[src/rtl/mandelbrot_escape_seq.sv]
// rtl/mandelbrot_escape_seq.sv - sequential escape-time Mandelbrot engine, optional SIZE_EXPLORE_ZOUT_EN z output mux
module mandelbrot_escape_seq #(
    parameter int WIDTH      = 8,
    parameter int ITER_WIDTH = 8,
    parameter int MAX_ITER   = 255
) (
    input  logic       clk,
    input  logic       rst_n,
    input  logic       ena,
    input  logic [7:0] ui_in,
    output logic [7:0] uo_out,
    input  logic [7:0] uio_in,
    output logic [7:0] uio_out,
    output logic [7:0] uio_oe
);

    localparam int FRAC = WIDTH - 3;
    localparam int W2   = 2 * WIDTH;
    // 4.0 expressed in the Q(2*FRAC) scale of the unshifted squares
    localparam logic [W2:0] ESC_LIM = (W2 + 1)'(1) << (2 * FRAC + 2);

    typedef enum logic [1:0] {
        S_IDLE = 2'd0,
        S_RUN  = 2'd1,
        S_DONE = 2'd2
    } state_t;

    state_t                  r_state;
    state_t                  w_state_next;
    logic [W2-1:0]           r_sreg;
    logic signed [WIDTH-1:0] r_cr;
    logic signed [WIDTH-1:0] r_ci;
    logic signed [WIDTH-1:0] r_zr;
    logic signed [WIDTH-1:0] r_zi;
    logic [ITER_WIDTH-1:0]   r_count;
    logic                    r_escaped;

    logic                    w_start;
    logic                    w_shift;
    logic                    w_load;
    logic                    w_update;
    logic                    w_set_esc;
    logic                    w_escape;

    logic signed [W2-1:0]    w_zr2;
    logic signed [W2-1:0]    w_zi2;
    logic signed [W2-1:0]    w_zrzi;
    logic [W2:0]             w_mag;
    logic signed [W2:0]      w_diff;
    logic signed [W2:0]      w_diff_sh;
    logic signed [W2:0]      w_cross2;
    logic signed [W2:0]      w_cross_sh;
    logic [WIDTH-1:0]        w_zr_next;
    logic [WIDTH-1:0]        w_zi_next;

    assign w_shift = ui_in[1];
    assign w_start = ui_in[2];

    // Full-precision products; squares are non-negative so the magnitude sum is unsigned
    assign w_zr2      = W2'(r_zr) * W2'(r_zr);
    assign w_zi2      = W2'(r_zi) * W2'(r_zi);
    assign w_zrzi     = W2'(r_zr) * W2'(r_zi);
    assign w_mag      = {1'b0, w_zr2} + {1'b0, w_zi2};
    assign w_escape   = (w_mag > ESC_LIM);

    // Arithmetic shifts truncate toward -inf; the W-bit slices wrap on overflow
    assign w_diff     = (W2 + 1)'(w_zr2) - (W2 + 1)'(w_zi2);
    assign w_diff_sh  = w_diff >>> FRAC;
    assign w_cross2   = ((W2 + 1)'(w_zrzi)) <<< 1;
    assign w_cross_sh = w_cross2 >>> FRAC;
    assign w_zr_next  = w_diff_sh[WIDTH-1:0] + r_cr;
    assign w_zi_next  = w_cross_sh[WIDTH-1:0] + r_ci;

    // State register; ena low freezes the FSM
    always_ff @(posedge clk or negedge rst_n) begin
        if (!rst_n) begin
            r_state <= S_IDLE;
        end else if (ena) begin
            r_state <= w_state_next;
        end
    end

    // Next-state and datapath control: escape beats the iteration limit, which beats an update
    always_comb begin
        w_state_next = r_state;
        w_load       = 1'b0;
        w_update     = 1'b0;
        w_set_esc    = 1'b0;
        case (r_state)
            S_IDLE, S_DONE: begin
                if (w_start) begin
                    w_load       = 1'b1;
                    w_state_next = S_RUN;
                end
            end
            S_RUN: begin
                if (w_escape) begin
                    w_set_esc    = 1'b1;
                    w_state_next = S_DONE;
                end else if (r_count == ITER_WIDTH'(MAX_ITER)) begin
                    w_state_next = S_DONE;
                end else begin
                    w_update = 1'b1;
                end
            end
            default: begin
                w_state_next = S_IDLE;
            end
        endcase
    end

    // Operand shift register and iteration datapath; c is taken from sreg before this cycle's shift
    always_ff @(posedge clk or negedge rst_n) begin
        if (!rst_n) begin
            r_sreg    <= '0;
            r_cr      <= '0;
            r_ci      <= '0;
            r_zr      <= '0;
            r_zi      <= '0;
            r_count   <= '0;
            r_escaped <= 1'b0;
        end else if (ena) begin
            if (w_shift) begin
                r_sreg <= {r_sreg[W2-2:0], ui_in[0]};
            end
            if (w_load) begin
                r_cr      <= r_sreg[WIDTH-1:0];
                r_ci      <= r_sreg[W2-1:WIDTH];
                r_zr      <= '0;
                r_zi      <= '0;
                r_count   <= '0;
                r_escaped <= 1'b0;
            end else if (w_update) begin
                r_zr    <= w_zr_next;
                r_zi    <= w_zi_next;
                r_count <= r_count + 1'b1;
            end else if (w_set_esc) begin
                r_escaped <= 1'b1;
            end
        end
    end

    assign uio_oe = 8'hFF;

`ifdef SIZE_EXPLORE_ZOUT_EN
    logic w_unused;
    assign w_unused = &{1'b0, uio_in, ui_in[6:3]};
    assign uo_out   = ui_in[7] ? r_zr[WIDTH-1:WIDTH-8] : 8'(r_count);
    assign uio_out  = {(r_state == S_RUN), (r_state == S_DONE), r_escaped,
                       (ui_in[7] ? r_zi[WIDTH-1:WIDTH-5] : 5'b0)};
`else
    logic w_unused;
    assign w_unused = &{1'b0, uio_in, ui_in[7:3]};
    assign uo_out   = 8'(r_count);
    assign uio_out  = {(r_state == S_RUN), (r_state == S_DONE), r_escaped, 5'b0};
`endif

endmodule

[config.mk]
export PLATFORM = sky130hd
export DESIGN_NAME = mandelbrot_escape_seq
export DESIGN_NICKNAME = d
export VERILOG_FILES = /design/src/rtl/mandelbrot_escape_seq.sv
export SDC_FILE = /design/constraint.sdc
export NUM_CORES = 1
export LEC_CHECK = 0
export CORE_MARGIN = 2
export CORE_UTILIZATION = 60
export CTS_BUF_LIST = sky130_fd_sc_hd__clkbuf_8
export CTS_CLUSTER_SIZE = 8
export DETAILED_ROUTE_END_ITERATION = 10
export PLACE_DENSITY = 0.87
export SLEW_MARGIN = 20
export SYNTH_ARGS = -nofsm -noshare
export SYNTH_HDL_FRONTEND = slang
export SYNTH_SLANG_ARGS = --single-unit
export TNS_END_PERCENT = 20
[constraint.sdc]
create_clock -name clk -period 8.4 [get_ports clk]
set_clock_uncertainty 0.05 [all_clocks]
set_input_delay 2.52 -clock clk [delete_from_list [all_inputs] [get_ports clk]]
set_output_delay 2.52 -clock clk [all_outputs]
set_load 0.005 [all_outputs]
==> summary.md, run 1 <==
| Metric | Value |
|---|---|
| Port bufs | 16 |
| CTS sink count | slightly below 60 |
| Wire length per cell | 14.7 um |
| Post-synthesis cell count | around 1100 |
| HP Start | r_sreg[15] |
| Via density | approximately 5.4 |
| IO Count | 43 |
| Initial antenna violation count | 0 |
| Top delay family on crit path | adder cells |
| DRC viols | 0 |
| Area Overhead vs Synth | 3.86% |
| WHS | 0.436 ns |
| Tightest Pin Transition | just under 0.8 ns |
| Launch point of the worst reg-to-reg path | r_zr[3] |
| Via count | 7193 |
| Non-Filler Instances | ~1300 |
| Most frequent cells in the layout | inv_1 (215), nand2_1 (126), fa_1 (126), ha_1 (114), xnor2_1 (69) |
| Placer Congestion | roughly 0.86 |
| NumNets Final | 1369 |
| Post-CTS setup buffers | 0 |
| Die Wd | approximately 130 um |
| Post-synth cell types | between 50 and 60 |
| Iter 0 DRT Violations | 371 |
| Die Area | ~0.018 mm2 |
| Initial cell density of the core | 0.609 |
| CP max stage cell | dfrtp_1 |
| PnR worst setup slack | around 1.1 ns |
| End-of-flow core utilization | 0.632 |
| Cell depth of the worst hold path | 2 |
| Yosys warnings | 0 |
| P_leak | ~5.3 nW |
| Placed cell areas | slightly above 0.01 mm2 |
| WHS Endpoint | r_ci[7] |
| Peak Freq | between 0.1 and 0.15 GHz |
| Clock tree buffer depth | 2 |
| EDFF count, synth | 0 |
| Vias in the first global route | ~7600 |
| Mapped cell area | about 0.01 mm2 |
| Slowest Stage Delay on Critical Path | between 0.8 and 0.9 ns |
| Period utilization | 0.874 |
| CTS tree | built |
| Placed Cells incl. Taps | ~1300 |
| Final instance area | 0.0104 mm2 |
| CP Data Arrival Time | around 7.6 ns |
| Reg-to-reg endpoint | r_zr[3] |
| DRT antenna net count | 0 |
| Unrepaired setup endpoints after global routing | false |
| Crit path buf inv count | 6 |
| Ant diodes | 0 |
| CP dominant cell by count | inv_1 |
| CP Data Required Time | 8.62 ns |
| Critical Path Fanout Max | 18 |
| Pin count of the biggest net entering global routing | 60 |
| Fill cells | around 1300 |
| Worst R2R Path Depth | 23 |
| CP endpoint kind | register |
| GRT Residual Overflow | 0 |
| Power density over cell area | approximately 360 mW/mm2 |
| FF+latch count, synth | roughly 60 |
| Mean Syn Cell Area | 8.90 um2 |
| Max cap viols | 0 |
| DRT Pass-1 Iters | 4 |
| Final min period | 7.34 ns |
| Fraction of registers with async set/reset | 1.00 |
| Design Power | 3.79 mW |
| H-tree depth | 3 |
| Cell breakdown of the critical path | inv_1 -> nor2_1 -> inv_1 -> fa_1 -> inv_1 -> fa_1 -> fa_1 -> inv_1 -> fa_1 -> inv_1 -> ha_1 -> a21oi_1 -> o21ai_0 -> a21o_1 -> a21oi_1 -> xnor2_1 -> ha_1 -> or4_1 -> a211oi_1 -> o311a_1 -> nor4b_4 -> buf_4 -> mux2i_1 |
| Sequential area share after synthesis | 0.147 |
| Share of layout cells above drive strength 1 | 0.0457 |
| R2R Setup Slk | roughly 1.1 ns |
| Pre-CTS setup slack | between 1 and 1.5 ns |
| Wirelength, routed | about 20000 um |
| Core area | between 0.015 and 0.02 mm2 |
| Cts-stage hold buffer count | 0 |
| Placed wire-length estimate | 15500 um |
| Hold Vio Cnt, Final | 0 |
| Clock transition at path regs | about 0.070 ns |
| Endpoints failing setup | 0 |
| Outcome | complete, no violations |
| All-Layer GR Usage | 0.238 |
| VDD IR max | 0.000267 V |
| Crit path kind | register to register |
| Die height | approximately 130 um |
| Prevailing post-synth register cell | dfrtp_1 |
| Setup Total Neg Slack | 0 ns |
| Clock Latency Late Sink | between 0.3 and 0.4 ns |
| CTS Buf Count | 9 |
| Placement row count | 47 |
| Commonest non-fill, non-tap cell in the layout | inv_1 |
| Post_cts resized | 0 |
| Hold WC Path Type | register to register |
| Global-route wire length before repair | approximately 35000 um |
| Max Slew Vio Count | 0 |
| CTS root buf | clkbuf_8 |
| Startpoint Class | register |
| Max-slew headroom | 0.476 |
worst max-delay path by stage:
stage	startpoint	endpoint	slack, ns	cells after the start
2_1_floorplan	r_zi[7]	uo_out[0]	1.99	24
3_3_place_gp	r_zr[3]	r_zi[6]	1.24	23
3_5_place_dp	r_zr[3]	r_zr[3]	1.13	23
4_1_cts	r_zr[3]	r_zi[7]	1.10	23
5_1_grt	r_zr[3]	r_zi[7]	0.66	23
6_report	r_zr[3]	r_zr[3]	1.06	23
cell usage after synthesis (8+ instances only):
| cell type | count | area (um2) |
|---|---|---|
| nand2b_1 | 12 | 75.1 |
| nand3_1 | 9 | 45.0 |
| dfrtp_1 | 59 | 1480 |
| and2_1 | 61 | 382 |
| a21oi_1 | 47 | 235 |
| o21bai_1 | 10 | 75.1 |
| a21o_1 | 16 | 120 |
| clkbuf_1 | 37 | 139 |
| mux2_2 | 18 | 203 |
| xnor2_1 | 69 | 604 |
| fa_1 | 126 | 2520 |
| nor2b_1 | 16 | 100 |
| nor3_1 | 8 | 40.0 |
| o211ai_1 | 10 | 75.1 |
| mux2i_1 | 19 | 190 |
| buf_4 | 15 | 113 |
| xor2_1 | 17 | 149 |
| nor2_1 | 35 | 131 |
| inv_1 | 215 | 807 |
| ha_1 | 114 | 1430 |
| nand2_1 | 126 | 473 |
| o21ai_0 | 22 | 110 |
tightest hold or removal path, stage by stage (launching register included):
cell and delay [ns]:
dfrtp_1 0.35, nand2_1 0.06, nand2_1 0.05
area by class of cell:
class / count / area (um2) / area share
well taps: 220 / 275 / 0.0264
flip-flops and latches: 59 / 1480 / 0.142
clock inverters: 6 / 63.8 / 0.00613
multi-input cells: 806 / 7480 / 0.718
repair buffers: 19 / 178 / 0.0171
clock buffers: 10 / 138 / 0.0132
inverters: 215 / 807 / 0.0775
state kept, by name, summed over array words and instances, names as in the netlist:
| signal | cells |
|---|---|
| r_ci | 8 |
| r_cr | 8 |
| r_escaped | 1 |
| r_sreg | 16 |
| r_state | 2 |
| r_zi | 8 |
| r_zr | 8 |
| uo_out | 8 |
logic make-up after synthesis:
family	share of synthesized area
buf+inv	0.111
other cells	0.000749
flops	0.147
mux	0.0392
xor+xnor	0.0751
simple gates	0.148
compound gates	0.0847
fa+ha+maj	0.394
routing by layer:
| layer | global-route usage | vias to the layer above | share of wire |
|---|---|---|---|
| li1 | - | 3476 | - |
| met1 | 0.301 | 3574 | 0.43 |
| met2 | 0.434 | 109 | 0.52 |
| met3 | 0.0194 | 34 | 0.032 |
| met4 | 0.0733 | 0 | 0.020 |
| met5 | 0 | - | 0 |
power breakdown:
group          switching, mW  total, mW  internal [mW]
clock network          0.123      0.267          0.145
registers              0.177      0.560          0.383
logic                   1.67       2.96           1.29
(Power assumes the default switching activity.)
==> run 2: changes to the inputs <==
--- a/config.mk
+++ b/config.mk
@@ -6,13 +6,12 @@
 export NUM_CORES = 1
 export LEC_CHECK = 0
 export CORE_MARGIN = 2
-export CORE_UTILIZATION = 60
+export CORE_UTILIZATION = 45
 export CTS_BUF_LIST = sky130_fd_sc_hd__clkbuf_8
 export CTS_CLUSTER_SIZE = 8
 export DETAILED_ROUTE_END_ITERATION = 10
-export PLACE_DENSITY = 0.87
+export PLACE_DENSITY = 0.7
 export SLEW_MARGIN = 20
 export SYNTH_ARGS = -nofsm -noshare
 export SYNTH_HDL_FRONTEND = slang
 export SYNTH_SLANG_ARGS = --single-unit
-export TNS_END_PERCENT = 20
==> run 2 against run 1 <==
  * Clock-buffer cell count is 1 lower
  * Sequential power down 3%
  * Cell count grew 4.7%
  * Register-to-register slack gained 0.03 ns
  * Worst hold slack got worse by 0.0093 ns
  * Global-route usage is 6.5 points lower
  * Sequential share of layout area is 0.11 points lower
  * Non-clock buffer count increased by 3
  * Critical endpoint is now r_zi[0]
  * Largest cell class unchanged
==> summary.md, run 2 (synthesis gave the netlist of run 1 again) <==
| Metric | Value |
|---|---|
| CTS tree | built |
| Ant diodes | 0 (unchanged) |
| Pin count of the biggest net entering global routing | 60 (unchanged) |
| Post-CTS setup buffers | 0 (unchanged) |
| Endpoints failing setup | 0 (unchanged) |
| Clock tree buffer depth | 2 (unchanged) |
| Area Overhead vs Synth | 4.68% |
| Critical Path Fanout Max | 18 (unchanged) |
| Share of layout cells above drive strength 1 | 0.0456 (-0.000123) |
| Fill cells | 2059 (+53%) |
| Via density | 5.01 (-7.0%) |
| Max-slew headroom | 0.471 (-0.00496) |
| DRC viols | 0 (unchanged) |
| Port bufs | 16 (unchanged) |
| Cell breakdown of the critical path | inv_1 -> fa_1 -> inv_1 -> fa_1 -> fa_1 -> inv_1 -> fa_1 -> inv_1 -> ha_1 -> inv_1 -> o21bai_1 -> a21oi_1 -> o21ai_0 -> a21o_1 -> a21oi_1 -> xnor2_1 -> ha_1 -> or4_1 -> a211oi_1 -> o311a_1 -> nor4b_4 -> buf_4 -> mux2i_1 |
| Hold WC Path Type | register to register |
| Placed wire-length estimate | 15400 um (-0.93%) |
| Vias in the first global route | 7328 (-3.0%) |
| Wire length per cell | 13.8 um (-5.7%) |
| Placer Congestion | 0.841 (-2.1%) |
| Commonest non-fill, non-tap cell in the layout | inv_1 |
| Clock Latency Late Sink | 0.34 ns (about the same) |
| Crit path kind | register to register |
| CP endpoint kind | register |
| Core area | 0.0218 mm2 (+33%) |
| Outcome | complete, no violations |
| Max Slew Vio Count | 0 (unchanged) |
| Wirelength, routed | 19300 um (-1.2%) |
| Die height | 153 um (+15%) |
| Max cap viols | 0 (unchanged) |
| CP dominant cell by count | inv_1 |
| Power density over cell area | 359 mW/mm2 (-1.4%) |
| Via count | 7005 (-2.6%) |
| VDD IR max | 0.000300 V (+12%) |
| H-tree depth | 3 (unchanged) |
| Die Area | 0.0235 mm2 (+32%) |
| NumNets Final | 1372 (+0.22%) |
| DRT Pass-1 Iters | 4 (unchanged) |
| All-Layer GR Usage | 0.173 (-0.0647) |
| CTS sink count | 59 (unchanged) |
| CTS root buf | clkbuf_8 |
| Die Wd | 153 um (+15%) |
| CTS Buf Count | 9 (unchanged) |
| Placed Cells incl. Taps | 1382 (+4.8%) |
| DRT antenna net count | 0 (unchanged) |
| Initial antenna violation count | 0 (unchanged) |
| IO Count | 43 (unchanged) |
| CP max stage cell | dfrtp_1 |
| Reg with most FFs | r_sreg |
| Unrepaired setup endpoints after global routing | false |
| Global-route wire length before repair | 33900 um (-1.8%) |
| Iter 0 DRT Violations | 237 (-36%) |
| P_leak | 5.36 nW (+0.38%) |
| CP Data Required Time | 8.60 ns (-0.02 ns) |
| Tightest Pin Transition | 0.793 ns (+0.00744 ns) |
| Non-Filler Instances | 1398 (+4.7%) |
| Cts-stage hold buffer count | 0 (unchanged) |
| CP Data Arrival Time | 7.51 ns (-0.05 ns) |
| Placement row count | 54 (+15%) |
| Area of the multi-input gates | 0.00748 mm2 (unchanged) |
| Clock transition at path regs | 0.07 ns (about the same) |
| Storage element area | 0.00148 mm2 (unchanged) |
| Most frequent cells in the layout | inv_1 (218), nand2_1 (126), fa_1 (126), ha_1 (114), xnor2_1 (69) |
| Number of flip-flops under the largest register name | 16 (unchanged) |
| Post_cts resized | 0 (unchanged) |
| Setup Total Neg Slack | 0 ns (unchanged) |
| Final min period | 7.31 ns (-0.0327 ns) |
| Peak Freq | 0.137 GHz (+0.45%) |
| GRT Residual Overflow | 0 (unchanged) |
| Startpoint Class | register |
| Hold Vio Cnt, Final | 0 (unchanged) |
| Period utilization | 0.870 (-0.00389) |
| Initial cell density of the core | 0.459 (-0.150) |
| Slowest Stage Delay on Critical Path | 0.78 ns (-0.05 ns) |
[run 2: changes by cell type in the layout (fill, tap and decap cells not counted), sizes merged]
cell,before,now
buf,4,7
clkbuf,10,9
clkinvlp,2,1
inv,216,218
[run 2: path summary, 6_finish.rpt]
kind                              end  depth (start not counted)        from  slack [ns]
max                           r_zi[0]                         23     r_zr[4]        1.09
min                           r_ci[7]                          2  r_sreg[15]        0.43
max reg2reg                   r_zi[0]                         23     r_zr[4]        1.09
min reg2reg                   r_ci[7]                          2  r_sreg[15]        0.43
max in group asynchronous     r_ci[0]                          2       rst_n        5.54
min in group asynchronous  r_sreg[15]                          2       rst_n        2.28
[run 2: worst max-delay path: cells and delay by family (launching register included)]
kind,cells,cell delay (ns)
compound gates,7,1.60
simple gates,2,0.78
fa+ha+maj,6,2.71
buf+inv,6,0.98
mux,1,0.23
xor+xnor,1,0.09
flops,1,0.78
[run 2: cell type report]
class	instances	area share
tap	280	0.0334
timing repair buffer	22	0.0191
clock inverter	7	0.00596
inverter	215	0.0769
sequential	59	0.141
multi-input combinational	806	0.712
clock buffer	9	0.0118
[run 2: per-stage QoR]
step | setup slack (ns) | utilization | total power, mW | area, um2 | hold WS [ns]
floorplan | 1.99 | - | 2.91 | 10100 | 0.383
global placement | 1.18 | 0.472 | 3.43 | 10300 | 0.403
detailed placement | 1.14 | 0.472 | 3.50 | 10300 | 0.415
CTS | 1.09 | 0.481 | 3.77 | 10500 | 0.430
global route | 0.614 | 0.481 | 4.14 | 10500 | 0.450
finish | 1.09 | 0.481 | 3.76 | 10500 | 0.426
[run 2: power by group]
part / internal [mW] / leakage (nW) / switching [mW] / total, mW
logic: 1.29 / 4.49 / 1.69 / 2.98
clock network: 0.134 / 0.103 / 0.113 / 0.247
registers: 0.383 / 0.772 / 0.158 / 0.541
total: 1.81 / 5.36 / 1.96 / 3.76
[run 2: per-layer routing]
layer | up-vias | wire [um] | track usage
li1 | 3453 | - | -
met1 | 3445 | 9140 | 0.231
met2 | 75 | 9320 | 0.298
met3 | 32 | 446 | 0.0167
met4 | 0 | 435 | 0.0542
met5 | - | 0 | 0
==> run 3: changes to the inputs <==
--- a/config.mk
+++ b/config.mk
@@ -10,7 +10,7 @@
 export CTS_BUF_LIST = sky130_fd_sc_hd__clkbuf_8
 export CTS_CLUSTER_SIZE = 8
 export DETAILED_ROUTE_END_ITERATION = 10
-export PLACE_DENSITY = 0.7
+export PLACE_DENSITY = 0.6
 export SLEW_MARGIN = 20
 export SYNTH_ARGS = -nofsm -noshare
 export SYNTH_HDL_FRONTEND = slang
==> run 3 against run 2 <==
  * Combinational power about the same
  * Critical endpoint unchanged
  * Sequential share of layout area decreased by 0.098 points
  * Cell count increased by 0.36%
  * Largest cell class unchanged
  * Via count up 0.34%
  * Largest power group unchanged
  * Non-clock buffer count rose by 5
==> summary.md, run 3 (synthesis gave the netlist of run 1 again) <==
| Metric | Value |
|---|---|
| Die Area | 0.0235 mm2 (unchanged) |
| Clock transition at path regs | 0.07 ns (about the same) |
| Hold Vio Cnt, Final | 0 (unchanged) |
| All-Layer GR Usage | 0.182 (+0.00880) |
| Max-slew headroom | 0.472 (+0.00101) |
| CTS Buf Count | 9 (unchanged) |
| Wire length per cell | 14.3 um (+3.7%) |
| Pin count of the biggest net entering global routing | 60 (unchanged) |
| Clock tree buffer depth | 2 (unchanged) |
| VDD IR max | 0.000269 V (-10%) |
| Max Slew Vio Count | 0 (unchanged) |
| NetSw | 1.96 mW (+0.31%) |
| IO Count | 43 (unchanged) |
| P_leak | 5.40 nW (+0.63%) |
| CP Data Arrival Time | 7.35 ns (-0.16 ns) |
| CP Data Required Time | 8.61 ns (about the same) |
| Most frequent cells in the layout | inv_1 (215), nand2_1 (126), fa_1 (126), ha_1 (114), xnor2_1 (69) |
| CTS tree | built |
| NumNets Final | 1377 (+0.36%) |
| Period utilization | 0.850 (-0.0199) |
| Via count | 7029 (+0.34%) |
| Peak Freq | 0.140 GHz (+2.3%) |
| Unrepaired setup endpoints after global routing | false |
| Tightest Pin Transition | 0.791 ns (-0.00238 ns) |
| Startpoint Class | register |
| Power share of the sequential group | 0.140 (-0.004) |
| DRT antenna net count | 0 (unchanged) |
| Post_cts resized | 0 (unchanged) |
| Final min period | 7.14 ns (-0.167 ns) |
| Die height | 153 um (unchanged) |
| Commonest non-fill, non-tap cell in the layout | inv_1 |
| Iter 0 DRT Violations | 237 (unchanged) |
| Initial antenna violation count | 0 (unchanged) |
| Placer Congestion | 0.835 (-0.70%) |
| Post-CTS setup buffers | 0 (unchanged) |
| Clock Latency Late Sink | 0.34 ns (about the same) |
| Share of layout cells above drive strength 1 | 0.0525 (+0.00692) |
| H-tree depth | 3 (unchanged) |
| Internal | 1.85 mW (+2.4%) |
| Placement row count | 54 (unchanged) |
| Die Wd | 153 um (unchanged) |
| Area Overhead vs Synth | 5.42% |
| Placed wire-length estimate | 16100 um (+4.7%) |
| Global-route wire length before repair | 35000 um (+3.4%) |
| GRT Residual Overflow | 0 (unchanged) |
| Comb power frac | 0.782 (-0.009) |
| Core area | 0.0218 mm2 (unchanged) |
| Clock power frac | 0.078 (+0.012) |
| Cell depth of the worst hold path | 2 (unchanged) |
| Storage element area | 0.00148 mm2 (unchanged) |
| Fill cells | 2140 (+3.9%) |
| Number of flip-flops under the largest register name | 16 (unchanged) |
| Hold WC Path Type | register to register |
| Power density over cell area | 361 mW/mm2 (+0.62%) |
| Critical Path Fanout Max | 12 (-6) |
| Reg with most FFs | r_sreg |
| End-of-flow core utilization | 0.484 (+0.00338) |
| CP endpoint kind | register |
| Port bufs | 16 (unchanged) |
| Ant diodes | 0 (unchanged) |
| Crit path kind | register to register |
| DRT Pass-1 Iters | 4 (unchanged) |
| CTS sink count | 59 (unchanged) |
| CTS root buf | clkbuf_8 |
| Endpoints failing setup | 0 (unchanged) |
| Area of the multi-input gates | 0.00748 mm2 (unchanged) |
| Outcome | complete, no violations |
| Worst R2R Path Depth | 23 (unchanged) |
| Vias in the first global route | 7211 (-1.6%) |
| DRC viols | 0 (unchanged) |
| Switching Share | 0.515 (-0.00520) |
| Cts-stage hold buffer count | 0 (unchanged) |
| Wirelength, routed | 20100 um (+4.0%) |
| Setup Total Neg Slack | 0 ns (unchanged) |
| Initial cell density of the core | 0.459 (unchanged) |
| Max cap viols | 0 (unchanged) |
| Via density | 5.01 (about the same) |
## run 3: cell types whose count changed in the layout (fill, tap and decap cells not counted), sizes merged
cell and change:
buf +5, bufinv +1, inv -1
## run 3: path summary, 6_finish.rpt
check                           start  endpoint  slack [ns]
max                           r_zr[6]   r_zi[0]        1.26
min                        r_sreg[15]   r_ci[7]        0.42
max reg2reg                   r_zr[6]   r_zi[0]        1.26
min reg2reg                r_sreg[15]   r_ci[7]        0.42
max in group asynchronous       rst_n   r_zr[6]        5.51
min in group asynchronous       rst_n   r_ci[7]        2.27
## run 3: layout make-up
type / count / share of cell area
multi-input cells: 806 / 0.707
flip-flops and latches: 59 / 0.140
inverters: 215 / 0.0763
well taps: 280 / 0.0331
repair buffers: 27 / 0.0225
clock buffers: 9 / 0.0117
clock inverters: 7 / 0.00935
## run 3: layer usage
metal,vias up,GRT usage,routed length (um)
met3,16,0.0196,531
met4,0,0.0313,223
met2,81,0.318,10100
li1,3459,-,-
met1,3473,0.247,9260
met5,-,0,0
## run 3: power groups by stage
| stage | logic (mW) | clock network [mW] | registers [mW] |
|---|---|---|---|
| 5_1_grt | 3.35 | 0.315 | 0.555 |
| 3_5_place_dp | 2.97 | 0 | 0.542 |
| 4_1_cts | 3.00 | 0.304 | 0.536 |
| 2_1_floorplan | 2.47 | 0 | 0.444 |
| 6_report | 2.98 | 0.296 | 0.535 |
| 3_3_place_gp | 2.94 | 0 | 0.541 |
## run 3: metrics by stage
step / std cells / area (um2) / total power, mW / hold WS, ns / setup slack, ns
floorplan: 1138 / 10100 / 2.91 / 0.383 / 1.99
global placement: 1387 / 10300 / 3.48 / 0.403 / 1.26
detailed placement: 1387 / 10300 / 3.51 / 0.409 / 1.24
CTS: 1403 / 10600 / 3.84 / 0.426 / 1.19
global route: 1403 / 10600 / 4.22 / 0.438 / 0.746
finish: 1403 / 10600 / 3.81 / 0.423 / 1.26
## run 3: critical path: stages (launching register included)
cell      delay, ns
dfrtp_1        0.73
inv_1          0.30
nor2_1         0.28
inv_1          0.09
fa_1           0.50
inv_1          0.05
fa_1           0.45
fa_1           0.51
inv_1          0.06
fa_1           0.54
inv_1          0.05
ha_1           0.34
a21oi_1        0.22
o21ai_0        0.18
a21o_1         0.21
a21oi_1        0.16
xnor2_1        0.09
ha_1           0.19
or4_1          0.50
a211oi_1       0.27
o311a_1        0.50
nor4b_4        0.30
buf_4          0.26
mux2i_1        0.22
==> variant 1, RTL diff (settings of run 2) <==
Re-encode `state_t` (3 states) as one-hot, 3 bits wide.
--- a/src/rtl/mandelbrot_escape_seq.sv
+++ b/src/rtl/mandelbrot_escape_seq.sv
@@ -19,10 +19,10 @@
     // 4.0 expressed in the Q(2*FRAC) scale of the unshifted squares
     localparam logic [W2:0] ESC_LIM = (W2 + 1)'(1) << (2 * FRAC + 2);
 
-    typedef enum logic [1:0] {
-        S_IDLE = 2'd0,
-        S_RUN  = 2'd1,
-        S_DONE = 2'd2
+    typedef enum logic [2:0] {
+        S_IDLE = 3'b001,
+        S_RUN  = 3'b010,
+        S_DONE = 3'b100
     } state_t;
 
     state_t                  r_state;
Check against the original RTL: no difference found for any inputs over 10 cycles, from zero or initial values and one cycle with rst_n low; not proved beyond that.
==> variant 1 against run 2 <==
Total power shrank 35%; final cell count grew 0.29%; routed wire length grew 1.9%; sequential cell count grew 1; setup slack gained 110 ps; worst hold slack lost 11 ps; design area shrank 0.19%; count of clock-buffer cells in the layout is the same; synthesized area shrank 0.44%; via count grew 1.8%; critical path depth is the same; die area shrank 0.43%; largest cell class unchanged.
==> variant 1: results <==
metrics = {
    "timing": {
        "slew_headroom_pct": 45.9,
    },
    "placed_design": {
        "gp_congestion": 0.799,
        "numPortBuffers": 16,
        "pre_cts_ws_ps": 1280,
        "hpwlAfterDp_um": 15500,
    },
    "grt": {
        "antenna_found_initial": 0,
        "grt_max_degree": 61,
        "grt_first_pass_wirelength_um": 34300,
        "track_usage_pct": 17.6,
        "grt_pass1_vias": 7233,
    },
    "yosys": {
        "synth.distinct_cells": 59,
        "synth_commonest_cells": "inv_1 (219), fa_1 (126), ha_1 (114)",
        "synth_flop_cell": "dfrtp_1",
        "synthTopCellsByArea": "fa_1 (25%), dfrtp_1 (15%), ha_1 (14%), inv_1 (8.2%), xnor2_1 (5.9%)",
        "postSynth.asyncResetShare_pct": 100,
        "seq_area_frac_synth_pct": 15.1,
    },
    "drt": {
        "dr.first_iter.drc_count": 267,
        "post_drt_wl_per_cell_um": 14.1,
        "drt_first_pass_iters": 5,
        "via_per_inst": 5.09,
    },
    "clock_tree": {
        "h-tree-depth": 3,
        "ctsResizeCount": 0,
        "cts_setup_buffers": 0,
        "clkLatencyLatePin_ps": 340,
        "cts_buffers": 9,
    },
    "worst_hold_path": {
        "hp-class": "reg2reg",
    },
    "power": {
        "ir_worst_vdd_uv": 187,
        "p_leak_uw": 0.00543,
        "intPower_uw": 1230,
    },
    "critical_path": {
        "critPathMaxStageDelay_ps": 720,
        "crit_fanout": 12,
    },
    "run_status": {
        "status": "finished, final reports clean",
    },
    "finish": {
        "nets": 1377,
        "top_register": "r_sreg",
        "drive_gt1_share_pct": 4.72,
    },
}
-- variant 1: cell count changes in the layout (fill, tap and decap cells not counted), sizes merged, moves of 3 or more --
cell | run 2 | this run
or4 | 3 | 6
nand2 | 126 | 112
nor3b | 4 | 0
o211ai | 10 | 5
a21oi | 48 | 44
nand3 | 9 | 33
o311ai | 0 | 3
mux2i | 19 | 0
a211oi | 7 | 2
o21ai | 23 | 35
nor4b | 4 | 1
nor2 | 35 | 40
-- variant 1: per-layer routing --
layer  track usage, %  vias up  routed length [um]
met5                0        -                   0
met4             3.40        0                 252
met3             1.70       23                 608
met2             31.4      100                9900
met1             23.5     3514                8950
li1                 -     3497                   -
-- variant 1: area by class of cell --
cell class | count | area, um^2
inverters | 219 | 822
clock buffers | 9 | 124
flip-flops and latches | 60 | 1500
multi-input cells | 807 | 7430
repair buffers | 21 | 193
clock inverters | 6 | 57.6
well taps | 280 | 350
fillers | 2100 | 11300
-- variant 1: worst paths after layout --
path | start | endpoint | slack (ps) | cells after the start
max in group asynchronous | rst_n | uo_out[5]$_DFFE_PN0P_ | 5530 | 2
worst max-delay path | r_zr[6]$_DFFE_PN0P_ | uo_out[6]$_DFFE_PN0P_ | 1210 | 23
worst min-delay path | r_sreg[15]$_DFFE_PN0P_ | r_ci[7]$_DFFE_PN0P_ | 420 | 2
min in group asynchronous | rst_n | r_ci[7]$_DFFE_PN0P_ | 2270 | 2
worst max register to register | r_zr[6]$_DFFE_PN0P_ | uo_out[6]$_DFFE_PN0P_ | 1210 | 23
worst min register to register | r_sreg[15]$_DFFE_PN0P_ | r_ci[7]$_DFFE_PN0P_ | 420 | 2
-- variant 1: per-stage QoR --
stage | instance area [um^2] | instances
after floorplan | 10000 | 1143
final | 10500 | 1402
after detailed placement | 10300 | 1387
after global placement | 10300 | 1387
after global routing | 10500 | 1402
after CTS | 10500 | 1402
-- variant 1: worst max-delay path, delay by kind of cell (launching register included) --
kind / cells / cell delay [ps]
flops: 1 / 720
fa+ha+maj: 6 / 2860
buf+inv: 5 / 570
xor+xnor: 1 / 180
simple gates: 6 / 1710
compound gates: 5 / 1030
-- variant 1: kinds of logic after synthesis --
group	share of synthesized area, %
xor gates and xnor gates	7.54
other	0.0752
muxes	2.14
DFF	15.1
AOI/OAI and AO/OA	9.51
buffers and inverters	11.0
and+or+nand+nor	15.1
adders and majority gates	39.6
-- variant 1: power by group through the flow --
stage	Combinational, uW	Sequential, uW	Clock [uW]
6_report	1630	554	249
5_1_grt	1830	573	266
4_1_cts	1630	552	254
3_5_place_dp	1610	557	0
3_3_place_gp	1580	554	0
2_1_floorplan	1350	454	0
==> variant 2, RTL diff (flow settings as in run 2) <==
Made on the original files. The option `SIZE_EXPLORE_ZOUT_EN` is turned on by a define.
--- a/src/rtl/mandelbrot_escape_seq.sv
+++ b/src/rtl/mandelbrot_escape_seq.sv
@@ -1,4 +1,6 @@
 // rtl/mandelbrot_escape_seq.sv - sequential escape-time Mandelbrot engine, optional SIZE_EXPLORE_ZOUT_EN z output mux
+`define SIZE_EXPLORE_ZOUT_EN
+
 module mandelbrot_escape_seq #(
     parameter int WIDTH      = 8,
     parameter int ITER_WIDTH = 8,
Function: changed (Yosys sat finds a counterexample within 4 cycles, from zero or initial values and one cycle with rst_n low).
==> variant 2 against run 2 <==
Critical path depth rose by 2; via count rose by 6.6%; design area rose by 3.8%; die area rose by 2.3%; routed wire length rose by 11%; critical endpoint is now r_count[6]$_DFFE_PN0P_; setup slack got worse by 150 ps; global-route usage rose by 1.4 points; highest routed layer unchanged; synthesized area rose by 2.4%; total power fell by 14%; combinational power fell by 19%; sequential cell count did not move.
==> variant 2: results <==
metrics = {
    "run_status": {
        "status": "finished, final reports clean",
    },
    "yosys": {
        "synth.distinct_cells": 66,
        "ys_warn_count": 0,
        "synth_commonest_cells": "inv_1 (218), fa_1 (126), nand2_1 (117)",
        "synthTopCellsByArea": "fa_1 (25%), dfrtp_1 (14%), ha_1 (14%), inv_1 (8.0%), xnor2_1 (5.8%)",
    },
    "clock_tree": {
        "cts_root_buffer": "clkbuf_8",
    },
    "critical_path": {
        "crit_fanout": 17,
        "critPathMaxStageDelay_ps": 820,
        "reg2reg_from": "r_zr[3]$_DFFE_PN0P_",
        "cp.arrival_ps": 7640,
        "cpMaxStageDelayCell": "dfrtp_1",
    },
    "grt": {
        "use_met1_pct": 26.9,
        "track_usage_pct": 18.7,
        "grt_first_pass_wirelength_um": 36500,
        "grtUsageMet2_pct": 31.7,
        "grt_pass1_vias": 7518,
        "use_met3_pct": 1.56,
    },
    "drt": {
        "dr.first_iter.drc_count": 496,
        "drt_first_pass_iters": 5,
        "via_per_inst": 5.20,
        "post_drt_wl_per_cell_um": 15.0,
    },
    "power": {
        "p_leak_uw": 0.00565,
        "ir_worst_vdd_uv": 172,
    },
    "placed_design": {
        "hpwlAfterDp_um": 17200,
        "numPortBuffers": 22,
        "gp_congestion": 0.797,
    },
    "finish": {
        "drive_gt1_share_pct": 5.91,
        "fillerInstances": 2132,
        "nets": 1404,
    },
    "floorplanning": {
        "core_mm2": 0.0225,
    },
}
[variant 2: cell count changes after synthesis, moves of 6 or more]
cell | run 2 | this run
a21oi_1 | 47 | 33
mux2_2 | 18 | 26
nand2_1 | 126 | 117
nor2_1 | 35 | 41
o21a_1 | 2 | 9
o21ai_0 | 22 | 15
[variant 2: final timing paths]
path,end,slack [ps],depth (start not counted)
min,r_ci[7]$_DFFE_PN0P_,430,2
max,r_count[6]$_DFFE_PN0P_,950,25
max reg2reg,r_count[6]$_DFFE_PN0P_,950,25
max in group asynchronous,r_state[1]$_DFFE_PN0P_,5530,2
min in group asynchronous,r_ci[6]$_DFFE_PN0P_,2270,2
min reg2reg,r_ci[7]$_DFFE_PN0P_,430,2
[variant 2: logic make-up after synthesis]
| kind of cell | after synthesis | share of synthesized area, % |
|---|---|---|
| compound gates | 134 | 9.48 |
| xor+xnor | 85 | 7.25 |
| fa+ha+maj | 240 | 38.5 |
| buf+inv | 275 | 10.5 |
| flops | 59 | 14.4 |
| mux | 45 | 4.70 |
| other cells | 1 | 0.0365 |
| simple gates | 310 | 15.1 |
[variant 2: final cells by class]
cell class	count	share of cell area, %
inverters	218	7.51
clock inverters	6	0.517
repair buffers	35	2.87
flip-flops and latches	59	13.6
well taps	285	3.27
multi-input cells	822	71.0
clock buffers	10	1.26
[variant 2: per-stage QoR]
step | instances | instance area (um^2) | setup slack, ps | total power, uW | utilization [%]
2_1_floorplan | 1156 | 10300 | 1520 | 2370 | -
3_3_place_gp | 1419 | 10700 | 1070 | 2910 | 47.5
3_5_place_dp | 1419 | 10700 | 974 | 2970 | 47.5
4_1_cts | 1435 | 10900 | 941 | 3240 | 48.4
5_1_grt | 1435 | 10900 | 428 | 3570 | 48.4
6_report | 1435 | 10900 | 945 | 3230 | 48.4
[variant 2: layer usage]
| layer | wire, um | vias to the layer above |
|---|---|---|
| li1 | - | 3607 |
| met5 | 0 | - |
| met2 | 10200 | 100 |
| met4 | 143 | 0 |
| met3 | 633 | 15 |
| met1 | 10600 | 3743 |
[variant 2: report_power, final]
part	leakage, uW	internal (uW)	total, uW	switching [uW]
Sequential	0.000776	383	561	177
Combinational	0.00477	1050	2420	1360
Clock	0.000103	142	253	111
[variant 2: worst register-to-register path, cell delays in order, from the launching register on]
cell       delay [ps]
dfrtp_1           820
inv_1             270
ha_1              260
or2_2             300
fa_1              480
fa_1              490
inv_1              50
fa_1              520
inv_1              40
ha_1              320
a21oi_1           240
o21bai_1          110
a21oi_1           240
o21bai_1           90
a21oi_1           270
mux2i_1           230
o2111ai_1         150
ha_1              370
a211oi_1          180
a31oi_1            60
or4_1             410
a311oi_1          280
buf_4             230
nand3_1           160
or4_1             560
a21oi_1           170
